**src/rtl/qspi_read_buffer.sv**
```systemverilog
// qspi_read_buffer: first-word-fall-through word FIFO between the QSPI
// datapath sample register and the AHB slave read path. It also tracks
// popped beats against the active burst length and pulses burst_done_out
// when the last beat of a burst has been consumed.
module qspi_read_buffer #(
    parameter int DEPTH      = 16,
    parameter bit SWAP_BYTES = 1'b0
) (
    input  logic        h_clk,
    input  logic        h_rstn,
    input  logic [31:0] data_sample_reg_in,
    input  logic        push_in,
    input  logic        pop_in,
    input  logic        flush_in,
    input  logic        start_burst_in,
    input  logic [4:0]  burst_beats_in,
    output logic [31:0] rdata_out,
    output logic        rdata_valid_out,
    output logic        full_out,
    output logic        empty_out,
    output logic [4:0]  count_out,
    output logic        burst_active_out,
    output logic        burst_done_out,
    output logic        overflow_err_out
);

    localparam int         AW        = (DEPTH > 1) ? $clog2(DEPTH) : 1;
    localparam logic [4:0] DEPTH_CNT = 5'(DEPTH);

    typedef enum logic {
        ST_IDLE   = 1'b0,
        ST_ACTIVE = 1'b1
    } burst_state_t;

    logic [31:0]   mem [DEPTH];
    logic [31:0]   wdata;
    logic [AW-1:0] wptr_reg;
    logic [AW-1:0] rptr_reg;
    logic [4:0]    count_reg;
    logic [4:0]    count_next;
    logic          full_reg;
    logic          empty_reg;
    logic          ovf_reg;
    logic          pop_ok;
    logic          push_ok;
    logic [4:0]    beats_load;

    burst_state_t  state_reg;
    burst_state_t  state_next;
    logic [4:0]    beats_reg;
    logic [4:0]    beats_next;
    logic          done_reg;
    logic          done_next;

    // Byte lane routing: optionally reverse the four bytes so an MSB-first
    // flash word lands little-endian on the AHB side.
    for (genvar gi = 0; gi < 4; gi++) begin : g_lane
        if (SWAP_BYTES) begin : g_swap
            assign wdata[8*gi +: 8] = data_sample_reg_in[8*(3-gi) +: 8];
        end else begin : g_pass
            assign wdata[8*gi +: 8] = data_sample_reg_in[8*gi +: 8];
        end
    end

    // A pop on an empty FIFO is ignored; a push into a full FIFO is only
    // accepted when a valid pop frees the head slot in the same cycle.
    assign pop_ok     = pop_in && (count_reg != 5'd0);
    assign push_ok    = push_in && ((count_reg < DEPTH_CNT) || pop_ok);
    assign beats_load = (burst_beats_in == 5'd0) ? 5'd1 : burst_beats_in;

    // Occupancy update; flush overrides any concurrent push/pop.
    always_comb begin
        count_next = count_reg;
        if (flush_in) begin
            count_next = 5'd0;
        end else if (push_ok && !pop_ok) begin
            count_next = count_reg + 5'd1;
        end else if (pop_ok && !push_ok) begin
            count_next = count_reg - 5'd1;
        end
    end

    // Storage write; contents need no reset because empty masks the output.
    always_ff @(posedge h_clk) begin
        if (push_ok && !flush_in) begin
            mem[wptr_reg] <= wdata;
        end
    end

    // Pointers, occupancy, registered full/empty flags and sticky overflow.
    always_ff @(posedge h_clk or negedge h_rstn) begin
        if (!h_rstn) begin
            wptr_reg  <= '0;
            rptr_reg  <= '0;
            count_reg <= 5'd0;
            full_reg  <= 1'b0;
            empty_reg <= 1'b1;
            ovf_reg   <= 1'b0;
        end else begin
            count_reg <= count_next;
            full_reg  <= (count_next == DEPTH_CNT);
            empty_reg <= (count_next == 5'd0);
            if (flush_in) begin
                wptr_reg <= '0;
                rptr_reg <= '0;
                ovf_reg  <= 1'b0;
            end else begin
                if (push_ok) begin
                    wptr_reg <= wptr_reg + 1'b1;
                end
                if (pop_ok) begin
                    rptr_reg <= rptr_reg + 1'b1;
                end
                if (push_in && !push_ok) begin
                    ovf_reg <= 1'b1;
                end
            end
        end
    end

    // Burst tracker next state: a reload always wins over the final pop.
    always_comb begin
        state_next = state_reg;
        beats_next = beats_reg;
        done_next  = 1'b0;
        if (flush_in) begin
            state_next = ST_IDLE;
            beats_next = 5'd0;
        end else begin
            case (state_reg)
                ST_IDLE: begin
                    if (start_burst_in) begin
                        beats_next = beats_load;
                        state_next = ST_ACTIVE;
                    end
                end
                ST_ACTIVE: begin
                    if (start_burst_in) begin
                        beats_next = beats_load;
                    end else if (pop_ok) begin
                        if (beats_reg <= 5'd1) begin
                            beats_next = 5'd0;
                            state_next = ST_IDLE;
                            done_next  = 1'b1;
                        end else begin
                            beats_next = beats_reg - 5'd1;
                        end
                    end
                end
                default: begin
                    state_next = ST_IDLE;
                end
            endcase
        end
    end

    // Burst tracker state register.
    always_ff @(posedge h_clk or negedge h_rstn) begin
        if (!h_rstn) begin
            state_reg <= ST_IDLE;
            beats_reg <= 5'd0;
            done_reg  <= 1'b0;
        end else begin
            state_reg <= state_next;
            beats_reg <= beats_next;
            done_reg  <= done_next;
        end
    end

    assign rdata_out        = empty_reg ? 32'd0 : mem[rptr_reg];
    assign rdata_valid_out  = !empty_reg;
    assign full_out         = full_reg;
    assign empty_out        = empty_reg;
    assign count_out        = count_reg;
    assign burst_active_out = (state_reg == ST_ACTIVE);
    assign burst_done_out   = done_reg;
    assign overflow_err_out = ovf_reg;

endmodule

```
**config.mk**
```make
export PLATFORM = sky130hd
export DESIGN_NAME = qspi_read_buffer
export DESIGN_NICKNAME = d
export VERILOG_FILES = /design/src/rtl/qspi_read_buffer.sv
export SDC_FILE = /design/constraint.sdc
export NUM_CORES = 1
export LEC_CHECK = 0
export CAP_MARGIN = 40
export CORE_MARGIN = 5
export CORE_UTILIZATION = 54
export DETAILED_ROUTE_END_ITERATION = 6
export GPL_TIMING_DRIVEN = 0
export PLACE_DENSITY = 0.75
export SYNTH_ARGS = -nofsm -noshare
export SYNTH_HDL_FRONTEND = slang
export SYNTH_SLANG_ARGS = --single-unit
```
**constraint.sdc**
```tcl
create_clock -name h_clk -period 3.9 [get_ports h_clk]
set_input_delay 1.17 -clock h_clk [delete_from_list [all_inputs] [get_ports h_clk]]
set_output_delay 1.17 -clock h_clk [all_outputs]
set_load 0.01 [all_outputs]
```
==> reports/metrics.cfg, run 1 <==
[cts]
clock-root-buffer = clkbuf_16
cts_buffers = 53
h-tree-depth = 2
clock_latency_ns = 0.57
tritoncts = done
clk_pin_slew_ns = 0.06
cts_buffer_depth = 3
cts.sinks = 535

[floorplanning]
die_w_um = 206.5
die_y_um = 206.5
placementRows = 72
initial_utilization_pct = 54.22
core_sq_um = 38470
die_area_sq_um = 42650
io_pins = 86

[critical_path]
worstSetupPathType = flop to output pin
cp.required_ns = 2.73
cp.arrival_ns = 2.95
startpoint = rptr_reg[0]$_DFFE_PN0P_
r2r-start = count_out[4]$_DFF_PN0_
path_max_fanout = 5
critPathCaptureType = output pin
critPathLaunchType = flop

[synthesis]
synth_top_area_cell = edfxtp_1
synth_fp_nets = 967
ys_warn_count = 0
synthArstFlopShare_pct = 4.299
syn_area_sq_um = 20860
syn_avg_cell_area_sq_um = 22.79
synth_seq_area_share_pct = 76.49
postSynthCellCount = 915
synth.distinct_cells = 43
synth_edf_count = 512
yosys-top-cells-count = 512 x edfxtp_1, 160 x mux4_2, 42 x and2_1
synth_seq_cells = 535
synth_area_leaders = edfxtp_1 74%, mux4_2 17%, dfrtp_1 2.6%
synth.most_common_cell = edfxtp_1
synth_top_area_share_pct = 73.72
synth_top_flop_cell = edfxtp_1

[global_route]
grt_overflow = 0
antenna_found_initial = 0
grt_pass1_wl_um = 72370
grt_pass1_vias = 10920
grt_max_degree = 25
grt_usage_pct = 23.65

[routing]
ant_nets = 0
firstDrtPassIters = 5
wl_um = 49100
vias_per_cell = 6.172
drtIter0Drc = 1235
routed-via-count = 10410
wl_per_cell_um = 29.10
drc = 0

[sta]
fmax_mhz = 242.8
holdWs_ns = 0.5213
rsz0062_at_grt = true
setup_tns_ns = -3.889
finalCritPeriodShare_pct = 105.6
setup_viol = 32
fin_ws_ns = -0.2194
fin_worst_skew_ns = 0.01185
maxSlewViolCount = 0
tightest_slew_ns = 0.8000
period_minus_slack_ns = 4.119
hold_viol_final = 0
slew_headroom_pct = 46.54

[pwr]
max-vdd-ir-drop_uv = 315.9
power_density_nw_per_um2 = 551.9
leakage_nw = 8.168

[place]
dp_slack_ns = -0.5872
portBuffers = 85
gp_congestion = 0.7850
dp_hpwl_um = 27490

[cells_and_area]
fin_nets = 1177
largest_reg_flops = 512
areaGrowthSynthToFinish_pct = 21.69
n_fill_cell = 2352
drive_above_1_share_pct = 35.53

[worst_hold_path]
hold_class = flop to flop
worstHoldStart = overflow_err_out$_DFFE_PN0P_

[run_status]
violations = setup timing
outcome = finished with violations

[run]
max-cap-violations = 0

==> power by group <==
part	leakage (nW)	switching (W)	internal (W)	total [W]
clock	0.794	0.00207	0.00272	0.00479
sequential	4.92	0.0000528	0.00636	0.00642
combinational	2.46	0.00118	0.00162	0.00280
==> cell families after synthesis <==
kind of cell | after synthesis | synth area share (%)
mux | 165 | 17.53
compound gates | 24 | 0.7620
xor+xnor | 8 | 0.3359
buf+inv | 58 | 1.284
fa+ha+maj | 9 | 0.5400
flops | 535 | 76.49
simple gates | 116 | 3.060
==> final cells by class <==
class | instances | area [sq um] | area share, %
tap | 518 | 648.1 | 2.554
antenna | 1 | 2.502 | 0.009860
multi-input combinational | 322 | 4756 | 18.74
timing repair buffer | 157 | 1919 | 7.563
buffer | 45 | 426.7 | 1.681
clock inverter | 32 | 205.2 | 0.8085
clock buffer | 66 | 1428 | 5.625
inverter | 11 | 41.29 | 0.1627
sequential | 535 | 15950 | 62.86
==> critical path: stages (launching register included) <==
cell     delay (ns)
dfrtp_2        0.48
buf_12         0.16
buf_12         0.14
buf_12         0.13
buf_12         0.13
buf_6          0.12
mux4_2         0.47
mux4_2         0.48
and2_4         0.17
buf_6          0.11
==> through the flow <==
step / power, W / instances / utilization (%) / area, sq um
after global placement: 0.008581 / 1518 / 58.14 / 22360
after global routing: 0.01450 / 1686 / 65.97 / 25380
after detailed placement: 0.008634 / 1541 / 59.45 / 22870
after CTS: 0.01397 / 1681 / 65.77 / 25300
final: 0.01401 / 1687 / 65.98 / 25380
after floorplan: 0.007853 / 915 / - / 20870
==> cells in the final DEF, fill, tap and decap left out, types with 3 or more instances in the layout <==
| cell | Yosys | final |
|---|---|---|
| clkdlybuf4s50_1 | 0 | 53 |
| nand2_1 | 10 | 10 |
| clkinv_2 | 0 | 9 |
| clkinv_1 | 0 | 16 |
| dfrtp_1 | 22 | 21 |
| buf_8 | 0 | 9 |
| inv_1 | 11 | 11 |
| clkbuf_16 | 0 | 55 |
| nand3_1 | 3 | 3 |
| and2_1 | 42 | 6 |
| o21ai_0 | 4 | 4 |
| xor2_1 | 4 | 4 |
| nor3_1 | 12 | 10 |
| nand2b_1 | 4 | 4 |
| and2_2 | 0 | 9 |
| nor2_1 | 26 | 24 |
| and2_4 | 0 | 27 |
| and3_2 | 0 | 3 |
| clkinvlp_4 | 0 | 3 |
| xnor2_1 | 4 | 4 |
| clkbuf_1 | 17 | 22 |
| buf_4 | 10 | 24 |
| a21oi_1 | 7 | 7 |
| buf_6 | 1 | 49 |
| ha_1 | 9 | 9 |
| mux4_2 | 160 | 160 |
| mux2i_1 | 3 | 3 |
| a211oi_1 | 4 | 4 |
| edfxtp_1 | 512 | 512 |
| nor3b_1 | 3 | 3 |
| buf_1 | 15 | 4 |
| buf_2 | 4 | 9 |
| buf_12 | 0 | 29 |
| buf_16 | 0 | 8 |
==> metal layers <==
| metal | track usage [%] | vias up | routed length [um] |
|---|---|---|---|
| met3 | 4.221 | 103 | 4408 |
| li1 | - | 4272 | - |
| met1 | 33.00 | 5457 | 18440 |
| met2 | 38.96 | 580 | 24930 |
| met4 | 7.272 | 0 | 1318 |
| met5 | 0 | - | 0 |
==> repair_timing <==
action	CTS	global route
resized for setup	264	27
hold buffers	0	0
buffers inserted	39	10
setup endpoints to repair	32	32
cloned	4	0
==> path summary, 6_finish.rpt <==
check / endpoint / slack [ns] / cells after the start
min: overflow_err_out$_DFFE_PN0P_ / 0.52 / 2
min in group asynchronous: rptr_reg[2]$_DFFE_PN0P_ / 0.93 / 1
min reg2reg: overflow_err_out$_DFFE_PN0P_ / 0.52 / 2
max: rdata_out[7] / -0.22 / 9
max reg2reg: mem[8][16]$_DFFE_PP_ / 1.34 / 7
max in group asynchronous: empty_out$_DFF_PN1_ / 2.43 / 2
(Power assumes the default switching activity.)
==> inputs of run 2 (changes only) <==
--- a/config.mk
+++ b/config.mk
@@ -7,10 +7,9 @@
 export LEC_CHECK = 0
 export CAP_MARGIN = 40
 export CORE_MARGIN = 5
-export CORE_UTILIZATION = 54
+export CORE_UTILIZATION = 38
 export DETAILED_ROUTE_END_ITERATION = 6
 export GPL_TIMING_DRIVEN = 0
-export PLACE_DENSITY = 0.75
 export SYNTH_ARGS = -nofsm -noshare
 export SYNTH_HDL_FRONTEND = slang
 export SYNTH_SLANG_ARGS = --single-unit
==> reports/metrics.cfg, run 2 (same netlist as run 1, synthesis figures left out) <==
[cells_and_area]
final_cell_mix = 512 x edfxtp_1, 160 x mux4_2, 55 x clkbuf_16
fin_area_sq_um = 25810  ; +1.7%
final_core_util_pct = 47.69  ; -18 points
largest_reg_flops = 512  ; unchanged
areaGrowthSynthToFinish_pct = 23.78
drive_above_1_share_pct = 36.05  ; +0.52 points
final_common_cell = edfxtp_1
stdcell_count = 1873  ; +11%
fin_nets = 1186  ; +0.76%

[sta]
fmax_mhz = 242.2  ; -0.25%
period_minus_slack_ns = 4.130  ; +0.01020 ns
hold_viol_final = 0  ; unchanged
rsz0062_at_grt = true
fin_ws_ns = -0.2296  ; -0.01020 ns
setup_viol = 32  ; unchanged
maxSlewViolCount = 0  ; unchanged
fin_worst_skew_ns = 0.01081  ; -0.001047 ns
tightest_slew_ns = 0.8907  ; +0.09074 ns
finalCritPeriodShare_pct = 105.9  ; +0.26 points
slew_headroom_pct = 40.62  ; -5.9 points

[place]
dp_hpwl_um = 29500  ; +7.3%
portBuffers = 85  ; unchanged
post_dp_cell_area_sq_um = 23140  ; +1.2%
gp_congestion = 0.7457  ; -5.0%
placed_cells = 1726  ; +12%

[routing]
wl_um = 47140  ; -4.0%
routed-via-count = 10040  ; -3.6%
wl_per_cell_um = 25.17  ; -14%
drc = 0  ; unchanged
vias_per_cell = 5.359  ; -13%
ant_nets = 0  ; unchanged
drtIter0Drc = 856  ; -31%
firstDrtPassIters = 5  ; unchanged

[floorplanning]
placementRows = 85  ; +18%
die_w_um = 244.3  ; +18%
die_y_um = 244.3  ; +18%
core_sq_um = 54130  ; +41%
die_area_sq_um = 59670  ; +40%
initial_utilization_pct = 38.53  ; -16 points
io_pins = 86  ; unchanged

[critical_path]
cp.required_ns = 2.73  ; about the same
critPathCaptureType = output pin
worstSetupPathType = flop to output pin
r2r_cells = 7  ; unchanged
cp.arrival_ns = 2.96  ; about the same
path_max_fanout = 7  ; +2
regToRegSetupSlack_ns = 1.37  ; +0.03 ns
r2r-start = count_out[4]$_DFF_PN0_
startpoint = rptr_reg[0]$_DFFE_PN0P_
r2r_end = mem[8][18]$_DFFE_PP_
critPathLaunchType = flop

[cts]
clock_latency_ns = 0.59  ; +0.02 ns
cts.sinks = 535  ; unchanged
clk_pin_slew_ns = 0.06  ; about the same
clock-root-buffer = clkbuf_16
cts_buffer_depth = 3  ; unchanged
tritoncts = done
cts_buffers = 54  ; +1.9%
h-tree-depth = 2  ; unchanged
cts_hold_buf = 0  ; unchanged

[run_status]
violations = setup timing
outcome = finished with violations

[global_route]
grt_usage_pct = 15.81  ; -7.8 points
grt_overflow = 0  ; unchanged
grt_max_degree = 25  ; unchanged
antenna_found_initial = 1  ; +1
grt_pass1_wl_um = 69920  ; -3.4%
grt_pass1_vias = 10410  ; -4.7%

[worst_hold_path]
hold-path-endpoint = overflow_err_out$_DFFE_PN0P_
worstHoldStart = overflow_err_out$_DFFE_PN0P_
hold_class = flop to flop
hold_path_depth = 2  ; unchanged

[run]
max-cap-violations = 0  ; unchanged

[pwr]
power_density_nw_per_um2 = 555.2  ; +0.59%
leakage_nw = 8.272  ; +1.3%
total_power_w = 0.01433  ; +2.3%
max-vdd-ir-drop_uv = 340.0  ; +7.6%

## run 2: cell types whose count changed in the layout (fill, tap and decap cells not counted), moves of 2 or more
cell        change
buf_12          +2
buf_16          +2
buf_2           +2
buf_6           -2
bufinv_16       +4
clkbuf_1        +6
clkinv_1        -7
clkinvlp_4      -3
inv_6           +2
## run 2: worst max-delay path: stages (launching register included)
cell     delay, ns
dfrtp_2       0.46
buf_12        0.14
buf_16        0.16
buf_12        0.13
buf_12        0.12
buf_6         0.10
mux4_2        0.49
mux4_2        0.47
and2_4        0.18
buf_6         0.11
## run 2: power by group
part | total, W | internal, W | switching, W
registers | 0.00641 | 0.00636 | 0.0000506
clock network | 0.00506 | 0.00295 | 0.00211
logic | 0.00286 | 0.00168 | 0.00118
## run 2: repair_timing
item,CTS,global route
setup endpoints to repair,32,32
hold endpoints to repair,0,0
setup buffers,26,21
resized for setup,240,31
cloned,5,1
## run 2: per-layer routing
| metal | vias up | share of wire [%] | GRT usage (%) |
|---|---|---|---|
| li1 | 4286 | - | - |
| met1 | 5393 | 44 | 22.85 |
| met2 | 305 | 48 | 24.79 |
| met3 | 53 | 6.1 | 3.298 |
| met4 | 0 | 1.6 | 4.215 |
| met5 | - | 0 | 0 |
## run 2: layout make-up
cell class,instances,area [sq um]
clock buffer,70,1411
sequential,535,15950
inverter,11,41.29
timing repair buffer,164,2026
tap,696,870.8
multi-input combinational,322,4756
fill,4381,28320
clock inverter,28,305.3
antenna,1,2.502
buffer,46,447.9
## run 2: worst max-delay path by stage
stage	endpoint	slack, ns
finish	rdata_out[1]	-0.23
global route	rdata_out[1]	-0.31
CTS	rdata_out[27]	-0.34
detailed placement	rdata_out[2]	-0.60
global placement	mem[10][9]$_DFFE_PP_	-1.98
floorplan	mem[10][0]$_DFFE_PP_	0.27
## run 2: stage by stage
| stage | setup slack [ns] | TNS, ns | hold WS [ns] |
|---|---|---|---|
| floorplan | 0.2653 | 0 | 0.5288 |
| global placement | -1.976 | -543.68 | 0.4958 |
| detailed placement | -0.6007 | -16.62 | 0.4922 |
| CTS | -0.3435 | -7.144 | 0.5192 |
| global route | -0.3146 | -8.395 | 0.5482 |
| finish | -0.2296 | -5.410 | 0.5216 |
==> inputs of run 3 (changes only) <==
--- a/config.mk
+++ b/config.mk
@@ -10,6 +10,8 @@
 export CORE_UTILIZATION = 38
 export DETAILED_ROUTE_END_ITERATION = 6
 export GPL_TIMING_DRIVEN = 0
+export REMOVE_ABC_BUFFERS = 1
+export SETUP_SLACK_MARGIN = 0.1
 export SYNTH_ARGS = -nofsm -noshare
 export SYNTH_HDL_FRONTEND = slang
 export SYNTH_SLANG_ARGS = --single-unit
==> constraint.sdc (replaced) <==
create_clock -name h_clk -period 3.31 [get_ports h_clk]
set_input_delay 0.993 -clock h_clk [delete_from_list [all_inputs] [get_ports h_clk]]
set_output_delay 0.993 -clock h_clk [all_outputs]
set_load 0.01 [all_outputs]
==> reports/metrics.cfg, run 3 (same netlist as run 1, synthesis figures left out) <==
[critical_path]
path_max_fanout = 7  ; unchanged
crit_chain = buf_16 -> buf_16 -> buf_12 -> buf_12 -> mux4_2 -> mux4_2 -> and2_4 -> buf_2
worstSetupPathType = flop to output pin
critPathCaptureType = output pin
regToRegSetupSlack_ns = 0.81  ; -0.56 ns
r2r_end = mem[10][4]$_DFFE_PP_
cp.arrival_ns = 2.94  ; -0.02 ns
cp.required_ns = 2.32  ; -0.41 ns
cpPeakStageDelay_ns = 0.53  ; +0.04 ns
slowest_stage = mux4_2
critPathLaunchType = flop
r2r-start = wptr_reg[0]$_DFFE_PN0P_
r2r_cells = 5  ; -2

[sta]
maxSlewViolCount = 0  ; unchanged
fin_worst_skew_ns = 0.02415  ; +0.01334 ns
slew_headroom_pct = 39.55  ; -1.1 points
finalCritPeriodShare_pct = 118.8
fmax_mhz = 254.3
rsz0062_at_grt = true
holdWs_ns = 0.5281  ; +0.006432 ns
period_minus_slack_ns = 3.932
fin_ws_ns = -0.6225  ; -0.3929 ns
setup_viol = 32  ; unchanged
tightest_slew_ns = 0.9068  ; +0.01605 ns
hold_viol_final = 0  ; unchanged

[cts]
clk_pin_slew_ns = 0.06  ; about the same
h-tree-depth = 2  ; unchanged
clock_latency_ns = 0.61  ; +0.02 ns
tritoncts = done
cts.sinks = 535  ; unchanged
cts_buffers = 54  ; unchanged
cts_buffer_depth = 3  ; unchanged
clock-root-buffer = clkbuf_16

[worst_hold_path]
hold_path_depth = 2  ; unchanged
worstHoldStart = overflow_err_out$_DFFE_PN0P_
hold_class = flop to flop
hold-path-endpoint = overflow_err_out$_DFFE_PN0P_

[global_route]
grt_pass1_vias = 10440  ; +0.32%
grt_max_degree = 49  ; +96%
grt_usage_pct = 15.81  ; about the same
grt_overflow = 0  ; unchanged
grt_pass1_wl_um = 70010  ; +0.13%
antenna_found_initial = 4  ; +3

[cells_and_area]
fin_nets = 1162  ; -2.0%
final_cell_mix = 512 x edfxtp_1, 160 x mux4_2, 57 x clkbuf_16
areaGrowthSynthToFinish_pct = 23.58
drive_above_1_share_pct = 35.53  ; -0.52 points
final_common_cell = edfxtp_1
largest_reg_flops = 512  ; unchanged

[routing]
wl_met2_um = 22780  ; +0.24%
wl_met3_um = 2887  ; about the same
firstDrtPassIters = 4  ; -1
routed-via-count = 9938  ; -0.99%
drc = 0  ; unchanged
maxUsedRoutingLayer = met5
wl_met1_um = 20910  ; +0.67%
ant_nets = 0  ; unchanged
drtIter0Drc = 951  ; +11%
wl_per_cell_um = 25.60  ; +1.7%
vias_per_cell = 5.375  ; +0.30%
wl_um = 47330  ; +0.40%

[floorplanning]
die_area_sq_um = 59670  ; unchanged
core_sq_um = 54130  ; unchanged
placementRows = 85  ; unchanged
io_pins = 86  ; unchanged
initial_utilization_pct = 38.53  ; unchanged
die_y_um = 244.3  ; unchanged
die_w_um = 244.3  ; unchanged

[place]
dp_hpwl_um = 25830  ; -12%
dp_slack_ns = -1.098  ; -0.4978 ns
gp_congestion = 0.7089  ; -4.9%
portBuffers = 85  ; unchanged

[run_status]
outcome = finished with violations
violations = setup timing

[pwr]
max-vdd-ir-drop_uv = 356.4  ; +4.8%
power_density_nw_per_um2 = 653.9  ; +18%
leakage_nw = 8.233  ; -0.47%
total_power_w = 0.01685  ; +18%

[run]
max-cap-violations = 0  ; unchanged

## run 3: worst max-delay path, delay by kind of cell (launching register included)
family / cells / cell delay (ns)
mux: 2 / 0.95
buf+inv: 5 / 0.71
flops: 1 / 0.50
simple gates: 1 / 0.17
## run 3: layout make-up
class	instances	area (sq um)
well taps	696	870.8
fillers	4346	28360
inverters	11	43.79
flip-flops and latches	535	15960
multi-input cells	322	4723
clock buffers	62	1403
diodes	2	5.005
repair buffers	186	2360
clock inverters	35	402.9
## run 3: power breakdown
part	total (W)	switching (W)	internal (W)
sequential	0.00756	0.0000598	0.00750
combinational	0.00314	0.00128	0.00186
clock	0.00615	0.00256	0.00360
## run 3: how the worst max path moves through the flow
stage                                       start       endpoint  slack (ns)
after floorplan           rptr_reg[0]$_DFFE_PN0P_   rdata_out[0]       -3.98
after global placement    rptr_reg[0]$_DFFE_PN0P_  rdata_out[17]       -6.92
after detailed placement  rptr_reg[0]$_DFFE_PN0P_  rdata_out[19]       -1.10
after CTS                 rptr_reg[0]$_DFFE_PN0P_   rdata_out[8]       -0.66
after global routing      rptr_reg[0]$_DFFE_PN0P_   rdata_out[2]       -0.71
final                     rptr_reg[0]$_DFFE_PN0P_   rdata_out[8]       -0.62
## run 3: stage by stage
step	TNS, ns	util (%)	instances	instance area, sq um
final	-17.44	47.61	1849	25770
after global routing	-20.03	47.60	1847	25770
after CTS	-18.27	47.25	1830	25580
after detailed placement	-147.40	42.62	1684	23070
after global placement	-1344.79	41.29	1649	22350
after floorplan	-182.65	-	868	20630
## run 3: layer usage
metal	vias to the layer above	track usage, %
met4	4	3.933
met5	-	0
met1	5346	22.55
met2	291	25.16
li1	4238	-
met3	59	3.429
## run 3: timing repair
action                     CTS  global route
gates cloned                 6             2
pin swaps                    0             2
gates resized for setup    150            27
hold buffers                 0             0
setup buffers               43            18
setup endpoints to repair   49           146
